<file path="src/rtl/door_sequencer.sv">
// Garage-door motion sequencer: a Moore FSM with per-state cycle counters,
// an edge-detected push button and a sticky fault state.
module door_sequencer #(
  parameter int DEAD_CYCLES    = 4,
  parameter int TIMEOUT_CYCLES = 64,
  parameter int HOLD_CYCLES    = 32
) (
  input  logic       CLK,
  input  logic       RST,
  input  logic       Activate,
  input  logic       Up_Max,
  input  logic       Dn_Max,
  input  logic       Obstruct,
  output logic       Up_M,
  output logic       Dn_M,
  output logic       Fault,
  output logic [2:0] State
);

  localparam int DEAD_W = $clog2(DEAD_CYCLES) + 1;
  localparam int MOT_W  = $clog2(TIMEOUT_CYCLES) + 1;
  localparam int HOLD_W = $clog2(HOLD_CYCLES) + 1;

  localparam logic [DEAD_W-1:0] DEAD_LAST = DEAD_W'(DEAD_CYCLES - 1);
  localparam logic [MOT_W-1:0]  MOT_LAST  = MOT_W'(TIMEOUT_CYCLES - 1);
  localparam logic [HOLD_W-1:0] HOLD_LAST = HOLD_W'(HOLD_CYCLES - 1);

  typedef enum logic [2:0] {
    S_CLOSED    = 3'd0,
    S_OPENING   = 3'd1,
    S_OPEN_HOLD = 3'd2,
    S_CLOSING   = 3'd3,
    S_PAUSED    = 3'd4,
    S_REVERSE   = 3'd5,
    S_FAULT     = 3'd6
  } state_t;

  state_t state_q, state_d;

  logic activate_q;
  logic rst_recent_q;
  logic act_pulse;

  logic [DEAD_W-1:0] dead_cnt_q,   dead_cnt_d;
  logic [MOT_W-1:0]  motion_cnt_q, motion_cnt_d;
  logic [HOLD_W-1:0] hold_cnt_q,   hold_cnt_d;

  logic sensor_conflict;
  logic motion_done;
  logic hold_done;
  logic dead_done;

  // A button already held when reset releases must not count as a fresh
  // press, so the first cycle after reset never produces a pulse.
  assign act_pulse = Activate & ~activate_q & ~rst_recent_q;

  assign sensor_conflict = Up_Max & Dn_Max;
  assign motion_done     = (motion_cnt_q == MOT_LAST);
  assign hold_done       = (hold_cnt_q == HOLD_LAST);
  assign dead_done       = (dead_cnt_q == DEAD_LAST);

  // NOTE: every signal written here gets a default first, so no path leaves it unassigned and no latch is inferred.
  always_comb begin
    state_d = state_q;
    unique case (state_q)
      S_CLOSED: begin
        if (act_pulse) state_d = S_OPENING;
      end
      S_OPENING: begin
        if (sensor_conflict)  state_d = S_FAULT;
        else if (Up_Max)      state_d = S_OPEN_HOLD;
        else if (motion_done) state_d = S_FAULT;
        else if (act_pulse)   state_d = S_PAUSED;
      end
      S_OPEN_HOLD: begin
        if (sensor_conflict)                        state_d = S_FAULT;
        else if (!Obstruct && (act_pulse || hold_done)) state_d = S_CLOSING;
      end
      S_CLOSING: begin
        if (sensor_conflict)            state_d = S_FAULT;
        else if (Dn_Max)                state_d = S_CLOSED;
        else if (motion_done)           state_d = S_FAULT;
        else if (Obstruct || act_pulse) state_d = S_REVERSE;
      end
      S_PAUSED: begin
        if (act_pulse) state_d = S_CLOSING;
      end
      S_REVERSE: begin
        if (dead_done) state_d = S_OPENING;
      end
      S_FAULT: state_d = S_FAULT;
      default: state_d = S_FAULT;
    endcase
  end

  // Counters restart whenever the state changes; the hold timer also
  // restarts while the doorway is obstructed.
  always_comb begin
    dead_cnt_d   = '0;
    motion_cnt_d = '0;
    hold_cnt_d   = '0;
    if (state_d == state_q) begin
      if (state_q == S_REVERSE) dead_cnt_d = dead_cnt_q + 1'b1;
      if (state_q == S_OPENING || state_q == S_CLOSING)
        motion_cnt_d = motion_cnt_q + 1'b1;
      if (state_q == S_OPEN_HOLD && !Obstruct) hold_cnt_d = hold_cnt_q + 1'b1;
    end
  end

  // NOTE: sequential state uses non-blocking assignments so every flop samples pre-edge values regardless of statement order.
  always_ff @(posedge CLK) begin
    if (RST) begin
      state_q      <= S_CLOSED;
      activate_q   <= 1'b0;
      rst_recent_q <= 1'b1;
      dead_cnt_q   <= '0;
      motion_cnt_q <= '0;
      hold_cnt_q   <= '0;
      Up_M         <= 1'b0;
      Dn_M         <= 1'b0;
      Fault        <= 1'b0;
    end else begin
      state_q      <= state_d;
      activate_q   <= Activate;
      rst_recent_q <= 1'b0;
      dead_cnt_q   <= dead_cnt_d;
      motion_cnt_q <= motion_cnt_d;
      hold_cnt_q   <= hold_cnt_d;
      Up_M         <= (state_d == S_OPENING);
      Dn_M         <= (state_d == S_CLOSING);
      Fault        <= (state_d == S_FAULT);
    end
  end

  assign State = state_q;

endmodule

</file>
<file path="config.mk">
export PLATFORM = sky130hd
export DESIGN_NAME = door_sequencer
export DESIGN_NICKNAME = d
export VERILOG_FILES = /design/src/rtl/door_sequencer.sv
export SDC_FILE = /design/constraint.sdc
export NUM_CORES = 1
export LEC_CHECK = 0
export CAP_MARGIN = 20
export CORE_MARGIN = 2
export CORE_UTILIZATION = 59
export DETAILED_ROUTE_END_ITERATION = 16
export PLACE_DENSITY = 0.91
export SLEW_MARGIN = 40
export SYNTH_ARGS = -nofsm -noshare
export SYNTH_HDL_FRONTEND = slang
export SYNTH_SLANG_ARGS = --single-unit
</file>
<file path="constraint.sdc">
create_clock -name CLK -period 3.7 [get_ports CLK]
set_input_delay 0.74 -clock CLK [delete_from_list [all_inputs] [get_ports CLK]]
set_output_delay 0.74 -clock CLK [all_outputs]
set_load 0.05 [all_outputs]
</file>
==> results.py, run 1 <==
metrics = {
    "floorplanning": {
        "core-area_mm2": 0.00194,
        "dieArea_mm2": 0.00243,
        "die_w_um": 49.3,
        "ios": 12,
        "start_util_pct": 62.2,
        "rows": 16,
        "die_height_um": 49.3,
    },
    "sta": {
        "max_freq_mhz": 400,
        "tightest_slew_ps": 531,
        "slew-limit-headroom_pct": 64.1,
        "rsz0062_at_grt": "no",
        "finalCriticalPeriod_ps": 2500,
        "post-route-period-util_pct": 67.6,
        "slew_violations": 0,
        "finalSetupViolations": 0,
        "setup_tns_ps": 0,
        "hold_slack_ps": 438,
        "skew_ps": 0.995,
        "finalHoldViolations": 0,
    },
    "clocking": {
        "clkSlewWorstSetupHoldPaths_ps": 120,
        "hold_buffers": 0,
        "clk_path_buf_depth": 2,
        "cts_buffers": 3,
        "cts_tree": "built",
        "cts_setup_buffers": 0,
        "htree_levels": 1,
        "cts-root-buf": "clkbuf_4",
        "cts-resized-gates": 0,
        "clkSinkCount": 24,
        "clk-insertion-delay-late_ps": 300,
    },
    "status": {
        "status": "finished, final reports clean",
    },
    "global_route": {
        "grt.busiest_layer": "met2",
        "grtUsageMet2_pct": 35.8,
        "use_met1_pct": 25.2,
        "grt_pass1_vias": 859,
        "grtUsageMet3_pct": 4.29,
        "grt_max_degree": 13,
        "track_usage_pct": 20.7,
        "grt_antenna_before_repair": 0,
        "grt_overflow": 0,
        "grt_pass1_wl_um": 3850,
    },
    "hold_path": {
        "holdPathStages": 1,
        "holdPathEnd": "dead_cnt_q[0]",
        "min_path_type": "flop to flop",
        "hp-start": "dead_cnt_q[0]",
    },
    "critical_path": {
        "crit_cells": 1,
        "ff2ff_path_depth": 7,
        "reg2reg_to": "motion_cnt_q[4]",
        "max_stage_delay_ps": 880,
        "cp_max_fo": 10,
        "required_ps": 2960,
        "r2r_start": "motion_cnt_q[0]",
        "setup.worst_path.class": "flop to output pin",
        "critPathBufInv": 1,
        "ff2ff_setup_slack_ps": 1450,
        "start_kind": "flop",
        "cp_slowest_cell": "clkdlybuf4s50_1",
        "path_cells": "clkdlybuf4s50_1",
        "worstSetupEndpointType": "output pin",
        "crit_arrival_ps": 1760,
        "cpLargestDelayFamily": "buffers and inverters",
    },
    "detailed_routing": {
        "drt_iter0_markers": 45,
        "wl_per_cell_um": 14.3,
        "drc": 0,
        "vias_per_cell": 5.74,
        "drt-total-wl_um": 2260,
        "antenna_left": 0,
        "vias": 907,
        "drtPass1Iterations": 4,
    },
    "yosys": {
        "yosysSeqAreaShare_pct": 39.8,
        "syn_inst": 122,
        "syn-cell-area_mm2": 0.00121,
        "ys_warn_count": 0,
        "ys_seq_elements": 24,
        "synth_enable_flop_cells": 0,
        "syn_avg_cell_area_um2": 9.91,
        "ys_async_sr_fraction_pct": 0,
        "synth_cell_types": 40,
        "synth_ff_type": "dfxtp_1",
        "syn-num-nets": 132,
    },
    "power_and_ir_drop": {
        "vdd_drop_max_uv": 232,
        "power_density_mw_per_mm2": 343,
        "p_leak_nw": 0.451,
    },
    "placement": {
        "hpwl_um": 1700,
        "io_buffers": 11,
        "gp_congestion": 0.891,
    },
    "layout": {
        "ff_latch_area_um2": 480,
        "insertedDiodeCount": 0,
        "areaGrowthSynthToFinish_pct": 6.94,
        "finalNetCount": 143,
        "multiInputGateArea_um2": 623,
        "final_cell_mix": "24 x dfxtp_1, 15 x nor2_1, 11 x clkdlybuf4s50_1",
        "layout_commonest_cell": "dfxtp_1",
        "fillers": 171,
        "drive_gt1_share_pct": 14.5,
    },
    "job": {
        "drv_cap": 0,
    },
}
==> sequential cells by signal (all words and copies together) (netlist names) <==
register,flops
Dn_M,1
Fault,1
State,3
Up_M,1
activate_q,1
dead_cnt_q,3
hold_cnt_q,6
motion_cnt_q,7
rst_recent_q,1
==> cells in the mapped netlist, types with 3 or more instances <==
master | number | area, µm²
and3_1 | 3 | 18.8
ha_1 | 4 | 50.1
dfxtp_1 | 24 | 480
nor3_1 | 4 | 20.0
nor3b_1 | 3 | 22.5
a21oi_1 | 4 | 20.0
xnor2_1 | 5 | 43.8
xor2_1 | 3 | 26.3
nor2_2 | 6 | 37.5
nor2_1 | 15 | 56.3
inv_1 | 6 | 22.5
nand3_1 | 3 | 15.0
nand2_1 | 8 | 30.0
==> through the flow <==
stage	std cells	cell area (µm²)	worst slack [ps]	total power [mW]	util (%)
6_report	158	1290	1200	0.443	66.6
5_1_grt	158	1290	1120	0.459	66.6
4_1_cts	158	1290	1190	0.445	66.6
3_5_place_dp	155	1270	1010	0.337	65.4
3_3_place_gp	155	1270	1110	0.334	65.4
2_1_floorplan	122	1210	1720	0.323	-
==> cell type report <==
| cell class | instances | area share [%] |
|---|---|---|
| clock buffer | 3 | 1.74 |
| timing repair buffer | 11 | 8.52 |
| inverter | 6 | 1.74 |
| multi-input combinational | 87 | 48.2 |
| sequential | 24 | 37.2 |
| tap | 27 | 2.61 |
==> worst max-delay path by stage <==
stage	start	endpoint	slack, ps
global route	State[1]	State[1]	1120
detailed placement	Activate	motion_cnt_q[4]	1010
global placement	Dn_Max	motion_cnt_q[6]	1110
CTS	State[1]	State[1]	1190
floorplan	State[0]	hold_cnt_q[3]	1720
finish	State[2]	State[2]	1200
==> cell families (layout without fill, tap and decap cells) <==
group | after synthesis | in the layout | share of synthesized area, %
adder cells (fa/ha/maj) | 4 | 4 | 4.14
flip-flops | 24 | 24 | 39.8
AND/OR/NAND/NOR | 56 | 56 | 26.8
AO/OA/AOI/OAI | 19 | 19 | 14.8
buffers and inverters | 11 | 20 | 8.70
XOR/XNOR | 8 | 8 | 5.80
==> power by group <==
part           switching, mW  internal [mW]
Sequential           0.00867          0.263
Combinational         0.0370         0.0234
Clock                 0.0730         0.0380
==> routing by layer <==
layer,part of all wire [%],vias to the layer above
met5,0,-
met4,0.40,0
met3,5.9,2
met2,49,36
met1,45,426
li1,-,443
(Power assumes the default switching activity.)
==> run 2: changes to the inputs <==
Settings changed: CORE_UTILIZATION 59 to 49, PLACE_DENSITY 0.91 to 0.82.
Clock period 3.7 ns to 2.3 ns, I/O delays scaled along.
==> run 2 against run 1 <==
Compared with the run above: setup slack got worse by 1100 ps; count of clock-buffer cells in the layout rose by 1; register-to-register slack got worse by 1300 ps; routed wire length down 1.2%; worst hold slack lost 2.4 ps; sequential cell count unchanged; die area up 19%; critical endpoint is now State[1]; largest cell class unchanged.
==> results.py, run 2 (synthesis results as in run 1) <==
metrics = {
    "status": {
        "status": "finished, final reports clean",
    },
    "critical_path": {
        "cpLargestDelayFamily": "buffers and inverters",
        "setup.worst_path.class": "flop to output pin",
        "critPathBufInv": 1,
        "cp_slowest_cell": "clkdlybuf4s50_1",
        "worstSetupEndpointType": "output pin",
        "max_stage_delay_ps": 890,
        "path_cells": "clkdlybuf4s50_1",
        "start_kind": "flop",
        "cp_max_fo": 11,
        "crit_arrival_ps": 1770,
        "required_ps": 1840,
    },
    "global_route": {
        "grt_pass1_vias": 950,
        "grt_antenna_before_repair": 0,
        "grt_max_degree": 14,
        "grt_overflow": 0,
        "grt_pass1_wl_um": 4000,
        "track_usage_pct": 19.0,
    },
    "floorplanning": {
        "start_util_pct": 53.1,
        "core-area_mm2": 0.00228,
        "die_w_um": 53.7,
        "ios": 12,
        "die_height_um": 53.7,
        "rows": 17,
        "dieArea_mm2": 0.00288,
    },
    "detailed_routing": {
        "drtPass1Iterations": 4,
        "vias_per_cell": 5.78,
        "antenna_left": 0,
        "wl_per_cell_um": 13.5,
        "drc": 0,
        "drt_iter0_markers": 27,
        "drt-total-wl_um": 2230,
        "vias": 960,
    },
    "placement": {
        "dp_cells": 162,
        "pre_cts_ws_ps": 9.96,
        "hpwl_um": 1720,
        "io_buffers": 11,
        "gp_congestion": 0.989,
    },
    "clocking": {
        "htree_levels": 1,
        "cts_buffers": 3,
        "clkSinkCount": 24,
        "cts-resized-gates": 0,
        "cts_setup_buffers": 0,
        "clk-insertion-delay-late_ps": 310,
        "clkSlewWorstSetupHoldPaths_ps": 120,
        "clk_path_buf_depth": 2,
        "cts_tree": "built",
        "hold_buffers": 0,
        "cts-root-buf": "clkbuf_4",
    },
    "sta": {
        "tightest_slew_ps": 504,
        "finalCriticalPeriod_ps": 2230,
        "finalHoldViolations": 0,
        "fin_ws_ps": 69.0,
        "slew_violations": 0,
        "max_freq_mhz": 448,
        "slew-limit-headroom_pct": 66.3,
        "post-route-period-util_pct": 97.0,
        "skew_ps": 4.16,
        "setup_tns_ps": 0,
        "rsz0062_at_grt": "no",
        "finalSetupViolations": 0,
    },
    "power_and_ir_drop": {
        "p_leak_nw": 0.494,
        "power_density_mw_per_mm2": 553,
        "vdd_drop_max_uv": 362,
    },
    "layout": {
        "largestRegisters": "motion_cnt_q: 7 flops, hold_cnt_q: 6 flops",
        "largest_register_ffs": 7,
        "final_cell_mix": "24 x dfxtp_1, 15 x nor2_1, 11 x clkdlybuf4s50_1",
        "areaGrowthSynthToFinish_pct": 12.9,
        "fin_cells": 166,
        "insertedDiodeCount": 0,
        "drive_gt1_share_pct": 18.8,
        "layout_commonest_cell": "dfxtp_1",
        "finalNetCount": 149,
        "largest_register": "motion_cnt_q",
        "fillers": 207,
    },
    "hold_path": {
        "min_path_type": "flop to flop",
    },
    "job": {
        "drv_cap": 0,
    },
}
run 2: cell types whose count changed in the layout (fill, tap and decap cells not counted), sizes merged:
cell	previous run	this run
clkbuf	3	4
buf	0	6
run 2: path summary, 6_finish.rpt:
| path | startpoint | endpoint | slack [ps] | depth (start not counted) |
|---|---|---|---|---|
| setup reg to reg | motion_cnt_q[0] | motion_cnt_q[3] | 150 | 9 |
| hold reg to reg | dead_cnt_q[0] | dead_cnt_q[0] | 440 | 1 |
| hold / removal | dead_cnt_q[0] | dead_cnt_q[0] | 440 | 1 |
| setup / recovery | State[1] | State[1] | 70 | 1 |
run 2: cell type report:
type	instances	area (µm²)	area share, %
well taps	28	35.0	2.57
inverters	6	22.5	1.65
repair buffers	17	168	12.3
flip-flops and latches	24	480	35.2
multi-input cells	87	623	45.6
clock buffers	4	36.3	2.66
run 2: where the power goes:
part	internal, mW	total, mW	switching [mW]
sequential	0.423	0.437	0.0136
combinational	0.0446	0.104	0.0598
clock	0.0966	0.213	0.117
run 2: stage by stage:
stage,hold slack [ps],area (µm²),power [mW],util [%]
2_1_floorplan,399,1210,0.520,-
3_3_place_gp,406,1330,0.547,58.4
3_5_place_dp,424,1330,0.549,58.4
4_1_cts,441,1370,0.761,60.0
5_1_grt,476,1370,0.793,60.0
6_report,436,1370,0.755,60.0
run 2: routing by layer:
metal	vias to the layer above	global-route usage [%]	part of all wire, %
li1	455	-	-
met1	460	22.8	42
met2	39	31.7	50
met5	-	0	0
met4	0	9.40	2.1
met3	6	4.17	5.3
==> run 3: changes to the inputs <==
Settings changed: GPL_ROUTABILITY_DRIVEN from default to 0.
==> results of run 3 <==
Final layout, timing and power as in run 2 (identical DEF).
